**config.mk**
```make
export PLATFORM = sky130hd
export DESIGN_NAME = neuron_mac
export DESIGN_NICKNAME = d
export VERILOG_FILES = /design/src/rtl/nn_pkg.sv /design/src/rtl/q44_clamp.sv /design/src/rtl/neuron_mac.sv
export SDC_FILE = /design/constraint.sdc
export NUM_CORES = 1
export LEC_CHECK = 0
export CORE_MARGIN = 2
export CORE_UTILIZATION = 58
export CTS_CLUSTER_SIZE = 10
export DETAILED_ROUTE_END_ITERATION = 10
export DONT_BUFFER_PORTS = 1
export PLACE_DENSITY = 0.73
export SLEW_MARGIN = 30
export SYNTH_ARGS = -nofsm -noshare
export SYNTH_HDL_FRONTEND = slang
export SYNTH_SLANG_ARGS = --single-unit
```
**constraint.sdc**
```tcl
create_clock -name clk -period 19.07 [get_ports clk]
set_input_delay 1.907 -clock clk [delete_from_list [all_inputs] [get_ports clk]]
set_output_delay 1.907 -clock clk [all_outputs]
set_load 0.01 [all_outputs]
```
**src/rtl/nn_pkg.sv**
```systemverilog
// Shared constants and types for the XOR-network neuron datapath.
// Q4.4 values use 16 = 1.0; activations are unsigned Q8.8 with 256 = 1.0.
package nn_pkg;

  localparam int Q44_ONE   = 16;
  localparam int ACT_ONE   = 256;
  localparam int SIG_X_MAX = 64;
  localparam int SIG_X_MIN = -64;
  localparam int ACT_W     = 16;
  localparam int W_W       = 8;

  typedef enum logic {
    S_ACC = 1'b0,
    S_OUT = 1'b1
  } mac_state_t;

endpackage

```
**src/rtl/q44_clamp.sv**
```systemverilog
// Saturates a wide signed Q4.4 sum into the 8-bit range the sigmoid accepts.
module q44_clamp
  import nn_pkg::*;
#(
  parameter int ACC_W = 24
) (
  input  logic signed [ACC_W-1:0] s,
  output logic signed [W_W-1:0]   x
);

  localparam logic signed [ACC_W-1:0] HI = ACC_W'(SIG_X_MAX);
  localparam logic signed [ACC_W-1:0] LO = ACC_W'(SIG_X_MIN);

  always_comb begin
    x = s[W_W-1:0];
    if (s > HI) begin
      x = W_W'(SIG_X_MAX);
    end else if (s < LO) begin
      x = W_W'(SIG_X_MIN);
    end
  end

endmodule

```
**src/rtl/neuron_mac.sv**
```systemverilog
// Serial multiply-accumulate neuron front end feeding sigmoid.x.
// One (activation, weight) term per handshake; bias and clamp on the final term.
module neuron_mac
  import nn_pkg::*;
#(
  parameter int N_IN  = 2,
  parameter int ACC_W = 24
) (
  input  logic                    clk,
  input  logic                    rst_n,
  input  logic                    in_valid,
  output logic                    in_ready,
  input  logic [ACT_W-1:0]        in_act,
  input  logic signed [W_W-1:0]   in_weight,
  input  logic                    in_last,
  input  logic signed [W_W-1:0]   bias,
  output logic                    out_valid,
  input  logic                    out_ready,
  output logic signed [W_W-1:0]   out_x,
  output logic                    out_forced
);

  localparam int CNT_W = $clog2(N_IN) + 1;
  localparam logic [CNT_W-1:0] CNT_LAST = CNT_W'(N_IN - 1);

  // Q8.8 * Q4.4 = Q12.12; the arithmetic shift floors toward -inf.
  function automatic logic signed [ACC_W-1:0] scale_product(
    input logic [ACT_W-1:0]      act,
    input logic signed [W_W-1:0] w
  );
    logic signed [24:0] a_ext;
    logic signed [24:0] w_ext;
    logic signed [24:0] full;
    a_ext = {9'b0, act};
    w_ext = {{17{w[W_W-1]}}, w};
    full  = a_ext * w_ext;
    return ACC_W'(full >>> 8);
  endfunction

  mac_state_t                state;
  logic signed [ACC_W-1:0]   acc_p1;
  logic [CNT_W-1:0]          cnt_p1;
  logic signed [ACC_W-1:0]   prod_p0;
  logic signed [ACC_W-1:0]   sum_p0;
  logic signed [W_W-1:0]     x_clamped_p0;
  logic                      is_final_p0;

  // Stage p0: product, biased sum and final-term decode for the presented term
  always_comb begin
    prod_p0     = scale_product(in_act, in_weight);
    sum_p0      = acc_p1 + prod_p0 + ACC_W'(bias);
    is_final_p0 = in_last || (cnt_p1 == CNT_LAST);
  end

  q44_clamp #(
    .ACC_W (ACC_W)
  ) u_clamp (
    .s (sum_p0),
    .x (x_clamped_p0)
  );

  // Stage p1: accumulator, term counter and held output
  always_ff @(posedge clk) begin
    if (!rst_n) begin
      state      <= S_ACC;
      acc_p1     <= '0;
      cnt_p1     <= '0;
      out_x      <= '0;
      out_forced <= 1'b0;
    end else begin
      case (state)
        S_ACC: begin
          if (in_valid) begin
            if (is_final_p0) begin
              out_x      <= x_clamped_p0;
              out_forced <= ~in_last;
              acc_p1     <= '0;
              cnt_p1     <= '0;
              state      <= S_OUT;
            end else begin
              acc_p1 <= acc_p1 + prod_p0;
              cnt_p1 <= cnt_p1 + 1'b1;
            end
          end
        end
        S_OUT: begin
          if (out_ready) begin
            state <= S_ACC;
          end
        end
        default: state <= S_ACC;
      endcase
    end
  end

  assign in_ready  = (state == S_ACC);
  assign out_valid = (state == S_OUT);

endmodule

```
==> flow_metrics.env <==
export IMPL_status="finished clean"
export IMPL_numCtsBuffers=5
export IMPL_crit_family="adder cells"
export IMPL_die_height_um=120
export IMPL_r2r_setup_slack_ps=13540
export IMPL_io_buffers=0
export IMPL_synth_top_cell_area_share=0.218
export IMPL_vias_per_cell=5.74
export IMPL_synth_edf_count=0
export IMPL_vias=6339
export IMPL_clkLatencyLatePin_ps=280
export IMPL_hold_buffers=0
export IMPL_drt_wl_total_mm=16.7
export IMPL_worstPathBufferInverterCount=3
export IMPL_ys_seq_elements=36
export IMPL_final_cell_mix="130 x inv_1, 106 x ha_1, 85 x and2_1, 85 x fa_1, 81 x nor2_1"
export IMPL_finalCriticalPeriod_ps=10940
export IMPL_tritoncts="built"
export IMPL_ctsHtreeMaxLevel=2
export IMPL_grt_pass1_wl_mm=29.1
export IMPL_r2r_start="acc_p1[0]"
export IMPL_cp_end_kind="flip-flop"
export IMPL_area_growth_pct=4.03
export IMPL_crit_path_max_fanout=13
export IMPL_finClkSkew_ps=3.20
export IMPL_yosys_cell_types_count=70
export IMPL_reg2reg_to="out_x[4]"
export IMPL_synth_seq_area_share=0.0925
export IMPL_worst_path_max_delay_cell="fa_1"
export IMPL_worst_path_stages=35
export IMPL_grt_max_degree=31
export IMPL_worstPathRequired_ps=19280
export IMPL_post_cts_setup_buffers=0
export IMPL_synth_adder_area_share=0.389
export IMPL_synth_area_um2=7790
export IMPL_antenna_found_initial=0
export IMPL_dpl_cell_area_um2=7950
export IMPL_grtUsageTotal=0.243
export IMPL_antenna_left=0
export IMPL_row_count=42
export IMPL_yosysWarnings=0
export IMPL_hold_class="flip-flop to flip-flop"
export IMPL_boundaryPins=48
export IMPL_cp_arrival_ps=11150
export IMPL_reg2reg_depth=22
export IMPL_synth_area_top_cells="fa_1 22%, ha_1 17%, dfxtp_1 9.3%"
export IMPL_crit_type="input port to flip-flop"
export IMPL_n_antenna_cell=0
export IMPL_drc=0
export IMPL_max_slew_margin=0.590
export IMPL_fin_nets=1156
export IMPL_grt_pass1_vias=6275
export IMPL_grt_overflow_total=0
export IMPL_min_to="cnt_p1[1]"
export IMPL_synthArstFlopShare=0
export IMPL_yosys_area_share_simple=0.208
export IMPL_synth_compound_area_frac=0.170
export IMPL_dieArea_um2=14400
export IMPL_drt_initial_drc_count=416
export IMPL_drv_cap=0
export IMPL_start_util=0.591
export IMPL_worst_pin_slew_ps=611
export IMPL_synth_mux_area_frac=0.00305
export IMPL_min_path_cells=2
export IMPL_fmaxAchievable_mhz=91.4
export IMPL_startpoint_type="input port"
export IMPL_setup_tns_ps=0
export IMPL_post_drt_wl_per_cell_um=15.1
export IMPL_slew_viol_final=0
export IMPL_max_stage_delay_ps=540
export IMPL_drive_above_1_share=0.0323
export IMPL_dp_hpwl_mm=13.5
export IMPL_cts_buffer_depth=2
export IMPL_synth_top_area_cell="fa_1"
export IMPL_root_buffer="clkbuf_16"
export IMPL_core_region_area_um2=13200
export IMPL_finalCritPeriodShare=0.574
export IMPL_clock_sinks=36
export IMPL_synth_top_family_by_area="adder cells"
export IMPL_gp_congestion=0.843
export IMPL_cpMostUsedCell="fa_1"
export IMPL_final_hold_violation_count=0
export IMPL_n_fill_cell=1200
export IMPL_die_w_um=120
export IMPL_cts_repair_resized=0
export IMPL_syn_mean_instance_area_um2=8.31
export IMPL_synthFlopType="dfxtp_1"
export IMPL_mappedNetlistNets=1166
export IMPL_rsz0062_at_grt="no"
export IMPL_clkTransAtPathRegs_ps=60
export IMPL_syn_inst=938
export IMPL_synthXorXnorAreaFrac=0.0641
export IMPL_final_common_cell="inv_1"
export IMPL_min_from="cnt_p1[1]"
export IMPL_firstDrtPassIters=4
export IMPL_final_area_um2=8110
export IMPL_setup_viol=0
[worst min-delay path, delay by kind of cell (launching register included)]
| family | cells | cell delay (ps) |
|---|---|---|
| AOI/OAI and AO/OA | 1 | 60 |
| DFF | 1 | 320 |
| and+or+nand+nor | 1 | 70 |
[registers in the layout, indices dropped and copies added (netlist names)]
name and cells:
cnt_p1 2, acc_p1 24, out_forced 1, out_valid 1
out_x 8
[layer usage]
metal | vias to the layer above | GRT usage | part of all wire | routed length, um
li1 | 3142 | - | - | -
met1 | 3058 | 0.346 | 0.48 | 7950
met2 | 119 | 0.395 | 0.47 | 7850
met3 | 20 | 0.0333 | 0.043 | 712
met4 | 0 | 0.0478 | 0.012 | 208
met5 | - | 0 | 0 | 0
[logic make-up after synthesis]
kind of cell	Yosys count
buffers and inverters	150
AND/OR/NAND/NOR	314
XOR/XNOR	57
multiplexers	2
flip-flops	36
adder cells (fa/ha/maj)	191
AO/OA/AOI/OAI	188
[stage by stage]
| stage | std cells | setup WS, ps | hold WS, ps | util |
|---|---|---|---|---|
| 2_1_floorplan | 938 | 8590 | 454 | - |
| 3_3_place_gp | 1097 | 8090 | 465 | 0.603 |
| 3_5_place_dp | 1097 | 7840 | 476 | 0.603 |
| 4_1_cts | 1105 | 8110 | 488 | 0.614 |
| 5_1_grt | 1105 | 7280 | 543 | 0.614 |
| 6_report | 1105 | 8130 | 487 | 0.614 |
[cells in the mapped netlist, types with 4 or more instances]
cell type,n
a21boi_0,4
a21o_1,11
a21oi_1,45
a22oi_1,25
a31oi_1,4
and2_1,85
and3_1,5
clkbuf_1,16
dfxtp_1,36
fa_1,85
ha_1,106
inv_1,130
nand2_1,57
nand2b_1,14
nand3_1,14
nand4_1,7
nor2_1,81
nor2b_1,7
nor3_1,21
nor4_1,4
o21a_1,13
o21ai_0,27
o21ai_1,9
o21bai_1,8
o31ai_1,5
xnor2_1,35
xor2_1,22
[worst max-delay path by stage]
stage                       startpoint       end  slack (ps)
final                     in_weight[7]  out_x[4]        8130
after global routing      in_weight[7]  out_x[5]        7280
after CTS                 in_weight[7]  out_x[4]        8110
after global placement    in_weight[7]  out_x[1]        8090
after detailed placement  in_weight[7]  out_x[4]        7840
after floorplan           in_weight[7]  out_x[0]        8590
[area by class of cell]
type | instances | area, um^2 | share of cell area
inverter | 130 | 488 | 0.0602
timing repair buffer | 3 | 22.5 | 0.00278
tap | 176 | 220 | 0.0272
sequential | 36 | 721 | 0.0889
clock buffer | 8 | 146 | 0.0181
multi-input combinational | 752 | 6510 | 0.803
Power is left out: the tool's default activity adds up to more than one toggle a clock period on the data nets, which glitch-free logic cannot reach.
